--- src/rtl/issue_queue_scheduler.sv ---
// DEPTH-entry issue queue: allocation, tag wakeup, age-matrix oldest-ready select, valid/ready issue.
// Optional ISSUE_QUEUE_PERF_EN adds saturating full-stall and issue counters.
module issue_queue_scheduler #(
  parameter int DEPTH = 4,
  parameter int TAG_W = 6,
  parameter int IDX_W = $clog2(DEPTH)
) (
  input  logic             clk,
  input  logic             reset,
  input  logic             flush,
  input  logic             dispatch_valid,
  output logic             dispatch_ready,
  input  logic [TAG_W-1:0] dispatch_dest_tag,
  input  logic [TAG_W-1:0] dispatch_src0_tag,
  input  logic             dispatch_src0_rdy,
  input  logic [TAG_W-1:0] dispatch_src1_tag,
  input  logic             dispatch_src1_rdy,
  input  logic             wakeup_valid,
  input  logic [TAG_W-1:0] wakeup_tag,
  output logic             issue_valid,
  input  logic             issue_ready,
  output logic [IDX_W-1:0] issue_entry,
  output logic [TAG_W-1:0] issue_dest_tag,
  output logic [IDX_W:0]   occupancy
`ifdef ISSUE_QUEUE_PERF_EN
  ,
  output logic [31:0]      perf_full_stall_cnt,
  output logic [31:0]      perf_issue_cnt
`endif
);

  localparam logic [IDX_W:0] DEPTH_C = (IDX_W+1)'(DEPTH);

  typedef enum logic [0:0] {
    ST_SELECT = 1'b0,
    ST_HOLD   = 1'b1
  } state_e;

  state_e           state_r;
  state_e           state_nxt_s;

  logic [DEPTH-1:0] valid_r;
  logic [DEPTH-1:0] src0_rdy_r;
  logic [DEPTH-1:0] src1_rdy_r;
  logic [TAG_W-1:0] src0_tag_r [DEPTH];
  logic [TAG_W-1:0] src1_tag_r [DEPTH];
  logic [TAG_W-1:0] dest_tag_r [DEPTH];
  logic [DEPTH-1:0] age_r      [DEPTH];

  logic             issue_valid_r;
  logic [IDX_W-1:0] issue_entry_r;
  logic [TAG_W-1:0] issue_dest_tag_r;
  logic [IDX_W:0]   occupancy_r;

  logic             dispatch_ready_s;
  logic             dispatch_fire_s;
  logic             handshake_s;
  logic             hold_s;
  logic [IDX_W-1:0] alloc_idx_s;
  logic [DEPTH-1:0] ready_s;
  logic [DEPTH-1:0] grant_s;
  logic             grant_any_s;
  logic [IDX_W-1:0] grant_idx_s;
  logic             load_s;
  logic             drop_s;

  assign dispatch_ready_s = (occupancy_r < DEPTH_C);
  assign dispatch_fire_s  = dispatch_valid && dispatch_ready_s;
  assign handshake_s      = issue_valid_r && issue_ready;
  assign hold_s           = (state_r == ST_HOLD);

  assign dispatch_ready   = dispatch_ready_s;
  assign issue_valid      = issue_valid_r;
  assign issue_entry      = issue_entry_r;
  assign issue_dest_tag   = issue_dest_tag_r;
  assign occupancy        = occupancy_r;

  // Lowest-index free entry, from pre-edge valid bits.
  always_comb begin
    alloc_idx_s = '0;
    for (int i = DEPTH - 1; i >= 0; i--) begin
      alloc_idx_s = valid_r[i] ? alloc_idx_s : IDX_W'(i);
    end
  end

  // Ready vector; the entry currently held on the issue port never re-competes.
  always_comb begin
    ready_s = '0;
    for (int i = 0; i < DEPTH; i++) begin
      ready_s[i] = valid_r[i] & src0_rdy_r[i] & src1_rdy_r[i]
                 & ~(hold_s && (issue_entry_r == IDX_W'(i)));
    end
  end

  // Oldest-ready grant: an entry wins when no older ready entry exists.
  always_comb begin
    logic [DEPTH-1:0] older_v;
    older_v = '0;
    grant_s = '0;
    for (int i = 0; i < DEPTH; i++) begin
      older_v = '0;
      for (int j = 0; j < DEPTH; j++) begin
        older_v[j] = ready_s[j] & age_r[j][i] & (j != i);
      end
      grant_s[i] = ready_s[i] & ~(|older_v);
    end
  end

  // One-hot grant to index.
  always_comb begin
    grant_any_s = |grant_s;
    grant_idx_s = '0;
    for (int i = 0; i < DEPTH; i++) begin
      grant_idx_s = grant_s[i] ? IDX_W'(i) : grant_idx_s;
    end
  end

  // Issue FSM next-state and latch/drop decisions.
  always_comb begin
    state_nxt_s = state_r;
    load_s      = 1'b0;
    drop_s      = 1'b0;
    if (flush) begin
      state_nxt_s = ST_SELECT;
      drop_s      = 1'b1;
    end else begin
      case (state_r)
        ST_SELECT: begin
          if (grant_any_s) begin
            state_nxt_s = ST_HOLD;
            load_s      = 1'b1;
          end else begin
            state_nxt_s = ST_SELECT;
          end
        end
        ST_HOLD: begin
          if (issue_ready && grant_any_s) begin
            state_nxt_s = ST_HOLD;
            load_s      = 1'b1;
          end else if (issue_ready) begin
            state_nxt_s = ST_SELECT;
            drop_s      = 1'b1;
          end else begin
            state_nxt_s = ST_HOLD;
          end
        end
        default: begin
          state_nxt_s = ST_SELECT;
          drop_s      = 1'b1;
        end
      endcase
    end
  end

  // FSM state register.
  always_ff @(posedge clk or negedge reset) begin
    if (!reset) begin
      state_r <= ST_SELECT;
    end else begin
      state_r <= state_nxt_s;
    end
  end

  // Registered issue port.
  always_ff @(posedge clk or negedge reset) begin
    if (!reset) begin
      issue_valid_r    <= 1'b0;
      issue_entry_r    <= '0;
      issue_dest_tag_r <= '0;
    end else if (flush) begin
      issue_valid_r    <= 1'b0;
      issue_entry_r    <= '0;
      issue_dest_tag_r <= '0;
    end else if (load_s) begin
      issue_valid_r    <= 1'b1;
      issue_entry_r    <= grant_idx_s;
      issue_dest_tag_r <= dest_tag_r[grant_idx_s];
    end else if (drop_s) begin
      issue_valid_r    <= 1'b0;
    end
  end

  // Entry storage: wakeup, insert with bypass, and retire on issue handshake.
  always_ff @(posedge clk or negedge reset) begin
    if (!reset) begin
      valid_r    <= '0;
      src0_rdy_r <= '0;
      src1_rdy_r <= '0;
      for (int i = 0; i < DEPTH; i++) begin
        src0_tag_r[i] <= '0;
        src1_tag_r[i] <= '0;
        dest_tag_r[i] <= '0;
        age_r[i]      <= '0;
      end
    end else if (flush) begin
      valid_r    <= '0;
      src0_rdy_r <= '0;
      src1_rdy_r <= '0;
      for (int i = 0; i < DEPTH; i++) begin
        age_r[i] <= '0;
      end
    end else begin
      for (int i = 0; i < DEPTH; i++) begin
        if (wakeup_valid && valid_r[i] && (src0_tag_r[i] == wakeup_tag)) begin
          src0_rdy_r[i] <= 1'b1;
        end
        if (wakeup_valid && valid_r[i] && (src1_tag_r[i] == wakeup_tag)) begin
          src1_rdy_r[i] <= 1'b1;
        end
      end
      if (dispatch_fire_s) begin
        valid_r[alloc_idx_s]    <= 1'b1;
        dest_tag_r[alloc_idx_s] <= dispatch_dest_tag;
        src0_tag_r[alloc_idx_s] <= dispatch_src0_tag;
        src1_tag_r[alloc_idx_s] <= dispatch_src1_tag;
        src0_rdy_r[alloc_idx_s] <= dispatch_src0_rdy
                                 | (wakeup_valid && (dispatch_src0_tag == wakeup_tag));
        src1_rdy_r[alloc_idx_s] <= dispatch_src1_rdy
                                 | (wakeup_valid && (dispatch_src1_tag == wakeup_tag));
        age_r[alloc_idx_s]      <= '0;
        for (int j = 0; j < DEPTH; j++) begin
          age_r[j][alloc_idx_s] <= (IDX_W'(j) != alloc_idx_s) ? valid_r[j] : 1'b0;
        end
      end
      // Retirement is applied last so it overrides any age bit just set toward it.
      if (handshake_s) begin
        valid_r[issue_entry_r] <= 1'b0;
        age_r[issue_entry_r]   <= '0;
        for (int j = 0; j < DEPTH; j++) begin
          age_r[j][issue_entry_r] <= 1'b0;
        end
      end
    end
  end

  // Occupancy tracks dispatches minus issue handshakes.
  always_ff @(posedge clk or negedge reset) begin
    if (!reset) begin
      occupancy_r <= '0;
    end else if (flush) begin
      occupancy_r <= '0;
    end else begin
      case ({dispatch_fire_s, handshake_s})
        2'b10:   occupancy_r <= occupancy_r + (IDX_W+1)'(1);
        2'b01:   occupancy_r <= occupancy_r - (IDX_W+1)'(1);
        default: occupancy_r <= occupancy_r;
      endcase
    end
  end

`ifdef ISSUE_QUEUE_PERF_EN
  logic [31:0] perf_full_stall_cnt_r;
  logic [31:0] perf_issue_cnt_r;

  assign perf_full_stall_cnt = perf_full_stall_cnt_r;
  assign perf_issue_cnt      = perf_issue_cnt_r;

  // Saturating performance counters; intentionally survive flush.
  always_ff @(posedge clk or negedge reset) begin
    if (!reset) begin
      perf_full_stall_cnt_r <= 32'd0;
      perf_issue_cnt_r      <= 32'd0;
    end else begin
      if (dispatch_valid && !dispatch_ready_s && (perf_full_stall_cnt_r != 32'hFFFF_FFFF)) begin
        perf_full_stall_cnt_r <= perf_full_stall_cnt_r + 32'd1;
      end
      if (handshake_s && (perf_issue_cnt_r != 32'hFFFF_FFFF)) begin
        perf_issue_cnt_r <= perf_issue_cnt_r + 32'd1;
      end
    end
  end
`endif

endmodule

--- config.mk ---
export PLATFORM = sky130hd
export DESIGN_NAME = issue_queue_scheduler
export DESIGN_NICKNAME = d
export VERILOG_FILES = /design/src/rtl/issue_queue_scheduler.sv
export SDC_FILE = /design/constraint.sdc
export NUM_CORES = 1
export LEC_CHECK = 0
export CELL_PAD_IN_SITES_DETAIL_PLACEMENT = 1
export CELL_PAD_IN_SITES_GLOBAL_PLACEMENT = 2
export CORE_UTILIZATION = 43
export CTS_CLUSTER_DIAMETER = 80
export DETAILED_ROUTE_END_ITERATION = 8
export PLACE_DENSITY_LB_ADDON = 0.1
export SYNTH_ARGS = -nofsm -noshare
export SYNTH_HDL_FRONTEND = slang
export SYNTH_SLANG_ARGS = --single-unit
--- constraint.sdc ---
create_clock -name clk -period 6.4 [get_ports clk]
set_input_delay 0.64 -clock clk [delete_from_list [all_inputs] [get_ports clk]]
set_output_delay 0.64 -clock clk [all_outputs]
set_load 0.01 [all_outputs]
==> impl_metrics.ini <==
[worst_setup_path]
critPathSlowestCell = nor3_2
required_ps = 6640
r2r-end = src0_tag_r[10]
crit_family = simple AND/OR/NAND/NOR gates
start_kind = input pin
critPathKind = in2reg
path_max_fanout = 10
ff2ff_path_depth = 5
endpoint_kind = flop
max_stage_delay_ps = 740
crit_buf_inv = 2
r2r-start = occupancy[2]
worstPathArrival_ps = 3510
cp_cell_sequence = clkdlybuf4s50_1 > nor2b_1 > nand3_2 > nor3_2 > buf_4 > mux2_2
ff2ff_setup_slack_ps = 3520

[detailed_routing]
drt_iter0_markers = 262
ant_nets = 0
drt_first_pass_iters = 4
routed_wl_um = 14000
post_drt_wl_per_cell_um = 20.9
dr_total_vias = 3771
vias_per_cell = 5.65
drc = 0

[pwr]
p_per_area_nw_per_um2 = 273
leakagePower_nw = 2.66
max-vdd-ir-drop_mv = 0.186

[cells_and_area]
area_delta_synth_final_pct = 16.0
n_antenna_cell = 0
post-route-cell-area_um2 = 6350
stdcell_count = 668
drive_gt1_frac = 0.222
nets = 528
post-route-util = 0.520

[die]
die_area_um2 = 13200
start_util = 0.448
design.core.area_um2 = 12200
fp-row-count = 40
die_h_um = 115
num_io_pins = 45
die_x_um = 115

[synthesis]
synth_area_um2 = 5480
synth_cells = 459
synth_nets = 492
ys_ff_latch = 109
synth-edff-count = 0
synth-seq-area-share = 0.498
synth_area_per_cell_um2 = 11.9
ys.flop_type = dfrtp_1
synth_cell_types = 53
yosysWarnings = 0
synthArstFlopShare = 1.00

[worst_hold_path]
hold_path_class = in2async

[cts]
clock-sinks = 109
hold_buffers = 0
post-cts-setup-buffers = 0
cts_buffers = 9
clockBufferDepth = 2
clk_pin_slew_ps = 70
cts_tree = built
cts.repair.resized = 0
htreeDepth = 3
clk_latency_ps = 360
cts-root-buf = clkbuf_16

[flow_run]
cap_violations = 0

[timing]
rsz0062_at_grt = no
period_needed_ps = 3270
max_freq_mhz = 306
finalSetupViolCount = 0
fin_crit_sh = 0.511
relSlewSlack = 0.105
tightest_slew_ps = 1340
hold_violations = 0
slew_violations = 0
setup_tns_ps = 0
fin_skew_ps = 11.1

[grt]
grtUsageTotal = 0.232
grt_antenna_before_repair = 0
grt_pass1_vias = 3991
grt_pass1_wl_um = 22700
grt_max_degree = 60
grt_overflow = 0

[place]
dp_cells = 652
hpwlAfterDp_um = 9550
placed_area_um2 = 6030
place_congestion = 0.801
io_buffers = 44

[run_status]
status = completed
## cell type report
| cell class | count | area, um2 |
|---|---|---|
| flip-flops and latches | 109 | 2730 |
| well taps | 168 | 210 |
| repair buffers | 50 | 483 |
| multi-input cells | 320 | 2590 |
| clock inverters | 4 | 58.8 |
| clock buffers | 12 | 267 |
| fillers | 1291 | 5860 |
| inverters | 5 | 18.8 |
## worst max path at each step
stage / startpoint / to / slack, ps / cells past startpoint
6_report: dispatch_valid / src0_tag_r[10] / 3130 / 6
5_1_grt: dispatch_valid / src0_tag_r[9] / 2970 / 6
4_1_cts: dispatch_valid / src0_tag_r[10] / 3190 / 6
3_5_place_dp: dispatch_valid / src0_tag_r[10] / 2840 / 6
3_3_place_gp: dispatch_valid / src1_tag_r[11] / 2940 / 6
2_1_floorplan: dispatch_valid / dest_tag_r[5] / 4160 / 6
## sequential cells by signal, summed over array words and instances, names as in the netlist, 3 cells and up
register and flops:
src1_rdy_r 4, src0_rdy_r 4, occupancy 3, age_r 12, src1_tag_r 24, issue_dest_tag 6
dest_tag_r 24, valid_r 4, src0_tag_r 24
## synth_stat cells, types with 2 or more instances
cell,number,area share
dfrtp_1,109,0.50
nor3_2,2,0.0037
a211oi_1,8,0.011
nor2b_1,2,0.0023
nand3b_1,2,0.0027
nor4_1,10,0.011
or4_1,2,0.0027
nor2_1,40,0.027
a2111oi_0,2,0.0032
nand3_1,6,0.0055
buf_6,2,0.0041
o211ai_1,2,0.0027
o221a_2,2,0.0041
nand3_2,2,0.0037
xor2_1,37,0.059
and3_1,4,0.0046
a211oi_2,2,0.0046
a21oi_1,11,0.010
a22oi_1,2,0.0027
nand4_1,10,0.011
buf_1,2,0.0014
mux2i_1,2,0.0037
o221ai_1,6,0.0096
nor3_1,11,0.010
nand2b_1,7,0.0080
inv_1,5,0.0034
buf_4,4,0.0055
o21ai_0,3,0.0027
nand2_1,11,0.0075
mux2_2,73,0.15
a311oi_1,2,0.0032
a21o_1,2,0.0027
mux2_1,5,0.010
xnor2_1,26,0.042
a221oi_1,10,0.016
clkbuf_1,9,0.0062
a221o_1,2,0.0037
buf_2,7,0.0064
## per-stage QoR
step	hold WS, ps	total power, mW	setup slack, ps
final	370	1.74	3130
after global routing	424	1.82	2970
after global placement	482	1.13	2940
after floorplan	344	1.04	4160
after CTS	390	1.76	3190
after detailed placement	488	1.14	2840
## where the power goes
group | total (mW) | internal [mW] | switching, mW | leakage [nW]
sequential | 0.855 | 0.787 | 0.0674 | 1.42
clock | 0.605 | 0.342 | 0.264 | 0.162
combinational | 0.277 | 0.152 | 0.125 | 1.07
total | 1.74 | 1.28 | 0.456 | 2.66
## cells in the final DEF, fill, tap and decap left out, types with 3 or more instances in the layout
| cell | netlist | final |
|---|---|---|
| dfrtp_1 | 109 | 109 |
| mux2_2 | 73 | 73 |
| clkdlybuf4s50_1 | 0 | 43 |
| nor2_1 | 40 | 39 |
| xor2_1 | 37 | 37 |
| xnor2_1 | 26 | 26 |
| nand2_1 | 11 | 11 |
| nor3_1 | 11 | 11 |
| a21oi_1 | 11 | 11 |
| nand4_1 | 10 | 10 |
| nor4_1 | 10 | 10 |
| a221oi_1 | 10 | 10 |
| clkbuf_16 | 0 | 9 |
| a211oi_1 | 8 | 8 |
| nand2b_1 | 7 | 7 |
| buf_4 | 4 | 7 |
| nand3_1 | 6 | 6 |
| o221ai_1 | 6 | 6 |
| inv_1 | 5 | 5 |
| mux2_1 | 5 | 5 |
| and3_1 | 4 | 4 |
| o21ai_0 | 3 | 3 |
| clkbuf_8 | 0 | 3 |
## kinds of logic after synthesis
group / count (synthesis) / synth area share
AND/OR/NAND/NOR: 114 / 0.111
adder cells (fa/ha/maj): 1 / 0.00366
multiplexers: 80 / 0.164
buffers and inverters: 30 / 0.0297
AO/OA/AOI/OAI: 62 / 0.0932
flip-flops: 109 / 0.498
XOR/XNOR: 63 / 0.101
## metal layers
metal	wire length, um	vias to the layer above	track usage
met1	6840	1966	0.331
met2	6590	55	0.363
met5	0	-	0
met4	141	0	0.0563
met3	421	15	0.0474
li1	-	1735	-
(Power assumes the default switching activity.)
